$ cat src/rtl/rle_serial_decoder.sv
// Serial RLE run decoder: 8N1 receiver feeding a byte FIFO, drained by a
// pixel emitter that replays each run over the dav_/rfd producer handshake.
module rle_serial_decoder #(
  parameter int FIFO_DEPTH = 4
) (
  input  logic clock,
  input  logic reset,
  input  logic rxd,
  output logic colore,
  output logic endline,
  output logic dav_,
  input  logic rfd,
  output logic overrun,
  output logic frame_err
);

  localparam int AW = $clog2(FIFO_DEPTH);
  localparam int CW = AW + 1;
  localparam logic [CW-1:0] FULL = CW'(FIFO_DEPTH);

  localparam logic [1:0] R_IDLE   = 2'd0;
  localparam logic [1:0] R_DATA   = 2'd1;
  localparam logic [1:0] R_STOP   = 2'd2;
  localparam logic [1:0] R_RESYNC = 2'd3;

  localparam logic [1:0] E_IDLE  = 2'd0;
  localparam logic [1:0] E_SETUP = 2'd1;
  localparam logic [1:0] E_ACK   = 2'd2;
  localparam logic [1:0] E_REL   = 2'd3;

  logic [1:0]    rstate_q, rstate_d;
  logic [2:0]    bitk_q, bitk_d;
  logic [7:0]    shift_q, shift_d;
  logic [7:0]    mem_q [FIFO_DEPTH];
  logic [AW-1:0] wptr_q, rptr_q;
  logic [CW-1:0] cnt_q, cnt_d;
  logic [1:0]    estate_q, estate_d;
  logic [6:0]    remaining_q, remaining_d;
  logic          colore_q, colore_d;
  logic          endline_q, endline_d;
  logic          dav_q, dav_d;
  logic          overrun_q, frame_err_q;

  logic       push, pop, accept, full;
  logic [7:0] head;

  assign full   = (cnt_q == FULL);
  assign push   = (rstate_q == R_STOP) && rxd;
  assign pop    = (estate_q == E_IDLE) && (cnt_q != '0);
  // A pop in the same cycle frees the slot, so a full FIFO still accepts.
  assign accept = push && (!full || pop);
  assign head   = mem_q[rptr_q];

  always_comb begin
    rstate_d = rstate_q;
    bitk_d   = bitk_q;
    shift_d  = shift_q;
    case (rstate_q)
      R_IDLE: if (!rxd) begin
        rstate_d = R_DATA;
        bitk_d   = '0;
      end
      R_DATA: begin
        shift_d[bitk_q] = rxd;
        bitk_d          = bitk_q + 3'd1;
        if (bitk_q == 3'd7) rstate_d = R_STOP;
      end
      R_STOP:   rstate_d = rxd ? R_IDLE : R_RESYNC;
      R_RESYNC: if (rxd) rstate_d = R_IDLE;
      default:  rstate_d = R_IDLE;
    endcase
  end

  always_comb begin
    cnt_d = cnt_q;
    case ({accept, pop})
      2'b10:   cnt_d = cnt_q + CW'(1);
      2'b01:   cnt_d = cnt_q - CW'(1);
      default: cnt_d = cnt_q;
    endcase
  end

  always_comb begin
    estate_d    = estate_q;
    remaining_d = remaining_q;
    colore_d    = colore_q;
    endline_d   = endline_q;
    dav_d       = dav_q;
    case (estate_q)
      E_IDLE: if (pop) begin
        estate_d = E_SETUP;
        // A zero count is a single end-of-line token regardless of colour bit.
        if (head[7:1] == 7'd0) begin
          remaining_d = 7'd1;
          endline_d   = 1'b1;
          colore_d    = 1'b0;
        end else begin
          remaining_d = head[7:1];
          endline_d   = 1'b0;
          colore_d    = head[0];
        end
      end
      E_SETUP: if (rfd) begin
        estate_d = E_ACK;
        dav_d    = 1'b0;
      end
      E_ACK: if (!rfd) begin
        estate_d = E_REL;
        dav_d    = 1'b1;
      end
      E_REL: if (rfd) begin
        remaining_d = remaining_q - 7'd1;
        estate_d    = (remaining_q == 7'd1) ? E_IDLE : E_SETUP;
      end
      default: estate_d = E_IDLE;
    endcase
  end

  always_ff @(posedge clock) begin
    if (accept) mem_q[wptr_q] <= shift_q;
  end

  always_ff @(posedge clock) begin
    if (reset) begin
      rstate_q    <= R_IDLE;
      bitk_q      <= '0;
      shift_q     <= '0;
      wptr_q      <= '0;
      rptr_q      <= '0;
      cnt_q       <= '0;
      estate_q    <= E_IDLE;
      remaining_q <= '0;
      colore_q    <= 1'b0;
      endline_q   <= 1'b0;
      dav_q       <= 1'b1;
      overrun_q   <= 1'b0;
      frame_err_q <= 1'b0;
    end else begin
      rstate_q    <= rstate_d;
      bitk_q      <= bitk_d;
      shift_q     <= shift_d;
      if (accept) wptr_q <= wptr_q + AW'(1);
      if (pop)    rptr_q <= rptr_q + AW'(1);
      cnt_q       <= cnt_d;
      estate_q    <= estate_d;
      remaining_q <= remaining_d;
      colore_q    <= colore_d;
      endline_q   <= endline_d;
      dav_q       <= dav_d;
      overrun_q   <= push && full && !pop;
      frame_err_q <= (rstate_q == R_STOP) && !rxd;
    end
  end

  assign colore    = colore_q;
  assign endline   = endline_q;
  assign dav_      = dav_q;
  assign overrun   = overrun_q;
  assign frame_err = frame_err_q;

endmodule

$ cat config.mk
export PLATFORM = sky130hd
export DESIGN_NAME = rle_serial_decoder
export DESIGN_NICKNAME = d
export VERILOG_FILES = /design/src/rtl/rle_serial_decoder.sv
export SDC_FILE = /design/constraint.sdc
export NUM_CORES = 1
export LEC_CHECK = 0
export CORE_MARGIN = 1
export CORE_UTILIZATION = 45
export DETAILED_ROUTE_END_ITERATION = 10
export GPL_TIMING_DRIVEN = 0
export PLACE_DENSITY = 0.72
export SKIP_CTS_REPAIR_TIMING = 1
export SLEW_MARGIN = 10
export SYNTH_ARGS = -nofsm -noshare
export SYNTH_HDL_FRONTEND = slang
export SYNTH_SLANG_ARGS = --single-unit
$ cat constraint.sdc
create_clock -name clock -period 2.51 [get_ports clock]
set_clock_uncertainty 0.05 [all_clocks]
set_input_delay 0.3765 -clock clock [delete_from_list [all_inputs] [get_ports clock]]
set_output_delay 0.3765 -clock clock [all_outputs]
set_load 0.01 [all_outputs]
==> results_dict.tcl <==
set metrics [dict create \
    outcome "finished with violations" \
    violations "design-rule violations" \
    io_buffers 8 \
    vias_per_cell 5.58 \
    powerDensity_nw_per_um2 961 \
    numCtsBuffers 9 \
    ys_types 54 \
    dr_total_vias 1975 \
    grt_pass1_wl_um 9120 \
    gp_congestion 0.813 \
    drtIter0Drc 79 \
    grt.busiest_layer "met2" \
    register_area_um2 1680 \
    syn_inst 253 \
    clkTransAtPathRegs_ns 0.08 \
    critPathKind "reg2reg" \
    use_met1 0.201 \
    hold_class "reg2reg" \
    holdWs_ns 0.425 \
    cts_buffer_depth 2 \
    syn_avg_cell_area_um2 12.0 \
    die_y_um 84.1 \
    tritoncts "yes" \
    fill_cells 556 \
    placed_cell_area_um2 3210 \
    area_growth_pct 12.9 \
    synth_top_area_frac 0.317 \
    ys.flop_type "dfxtp_1" \
    end_kind "register" \
    syn-num-nets 271 \
    setup_slack_ns 0.270 \
    grt_pass1_vias 1949 \
    synthArstFlopShare 0 \
    synth-seq-area-share 0.555 \
    timing.fmax_ghz 0.446 \
    hpwl_um 3760 \
    antenna_cells 0 \
    synth_seq_cells 68 \
    yosys_warnings 0 \
    synth_mux_area_frac 0.0941 \
    critical_path_required_ns 2.66 \
    min_period_ns 2.24 \
    startpoint_type "register" \
    rsz0062_at_grt "no" \
    antenna_found_initial 0 \
    rows 29 \
    gr-usage-met3 0.0643 \
    peakVddDrop_v 0.000422 \
    synthSimpleGateAreaFrac 0.155 \
    hold_violations 0 \
    globalRouteMet2Util 0.287 \
    synthesis.area_um2 3030 \
    final-setup-viol-count 0 \
    finalMaxSlewViolations 0 \
    ant_nets 0 \
    grt.total_usage 0.172 \
    place_inst 338 \
    drc_errors 2 \
    grt_max_degree 15 \
    synthAdderAreaFrac 0.0603 \
    wl_per_cell_um 15.4 \
    synth_common_cells "dfxtp_1, edfxtp_1, nor2_1" \
    synth_top_family_by_area "simple AND/OR/NAND/NOR gates" \
    crit_fanout 5 \
    start_util 0.472 \
    coreArea_um2 6420 \
    die_width_um 84.1 \
    clk_latency_ns 0.35 \
    synth_edf_count 32 \
    detailedPlace.worstSlack_ns -0.0379 \
    routed_wl_um 5440 \
    ios 9 \
    first_pass_iters 7 \
    cts_sinks 68 \
    slew_headroom 0.496 \
    synth_top_area_cell "edfxtp_1" \
    h-tree-depth 3 \
    gr-total-overflow 0 \
    cap_violations 0 \
    r2r_slack_ns 0.27 \
    multiInputGateArea_um2 1280 \
    nets 290 \
    design_area_um2 3420 \
    yosysMostFrequentCell "dfxtp_1" \
    arrival_ns 2.39 \
    stdcell_count 354 \
    setup_tns_ns 0 \
    cts_root_buffer "clkbuf_8" \
    dieArea_um2 7070 \
    finalCritPeriodShare 0.893 \
    synth_compound_gate_area_share 0.0995 \
    worst_slew_pin_slew_ns 0.746 \
    synth_xor_area_frac 0.00867 \
    leakagePower_nw 1.25 \
    synthTopCellsByArea "edfxtp_1, dfxtp_1, ha_1" \
    drive_gt1_frac 0.112 \
]
[metal layers]
layer | wire (µm) | vias up
met3 | 195 | 8
li1 | - | 980
met1 | 2520 | 956
met5 | 0 | -
met4 | 66 | 0
met2 | 2660 | 31
[registers in the layout, indices dropped and copies added (netlist names), named ones only]
register / count
bitk_q: 3
cnt_q: 3
colore: 1
dav_: 1
endline: 1
estate_q: 2
frame_err: 1
mem_q: 32
overrun: 1
remaining_q: 7
rptr_q: 2
rstate_q: 2
shift_q: 8
wptr_q: 2
[critical path, cell delays in order (launching register included)]
cell,delay [ns]
dfxtp_1,0.35
inv_1,0.14
ha_2,0.25
o31ai_1,0.13
nor2_2,0.20
inv_1,0.07
fa_1,0.40
nor4_2,0.32
o21a_1,0.15
nor3_1,0.04
[layout make-up]
| cell class | instances | area share |
|---|---|---|
| timing repair buffer | 8 | 0.0234 |
| clock inverter | 7 | 0.0234 |
| multi-input combinational | 165 | 0.373 |
| sequential | 68 | 0.491 |
| clock buffer | 9 | 0.0362 |
| buffer | 8 | 0.0110 |
| tap | 77 | 0.0282 |
| inverter | 12 | 0.0132 |
[metrics by stage]
stage               power (mW)   util
floorplan                 2.15      -
global placement          2.34  0.499
detailed placement        2.36  0.499
CTS                       3.28  0.531
global route              3.51  0.533
finish                    3.29  0.533
[logic make-up after synthesis]
logic type,after synthesis
compound gates,46
xor+xnor,3
fa+ha+maj,14
simple gates,85
mux,17
flops,68
buf+inv,20
[where the power goes]
part	leakage [nW]	total [mW]	internal [mW]	switching, mW
logic	0.554	0.986	0.445	0.542
registers	0.592	1.38	1.27	0.111
clock network	0.106	0.924	0.475	0.450
[worst paths after layout]
path	start	end	depth (start not counted)
setup / recovery	estate_q[0]$_SDFFE_PP0P_	cnt_q[2]$_SDFFE_PP0P_	9
hold / removal	endline$_SDFFE_PP0P_	endline$_SDFFE_PP0P_	2
setup reg to reg	estate_q[0]$_SDFFE_PP0P_	cnt_q[2]$_SDFFE_PP0P_	9
hold reg to reg	endline$_SDFFE_PP0P_	endline$_SDFFE_PP0P_	2
[cell usage in the layout (no fill, tap or decap), drive strengths merged, types with 3 or more instances in the layout]
master	count
nand3	5
nor2	27
clkdlybuf4s50	8
and2	6
mux2i	9
nand3b	3
edfxtp	32
nand2	15
a211oi	3
mux4	8
and3	4
nor3	5
inv	16
ha	13
clkbuf	15
nand4b	3
nor4b	4
dfxtp	36
o21ai	12
a21oi	13
Power figures use the tool's default switching activity.
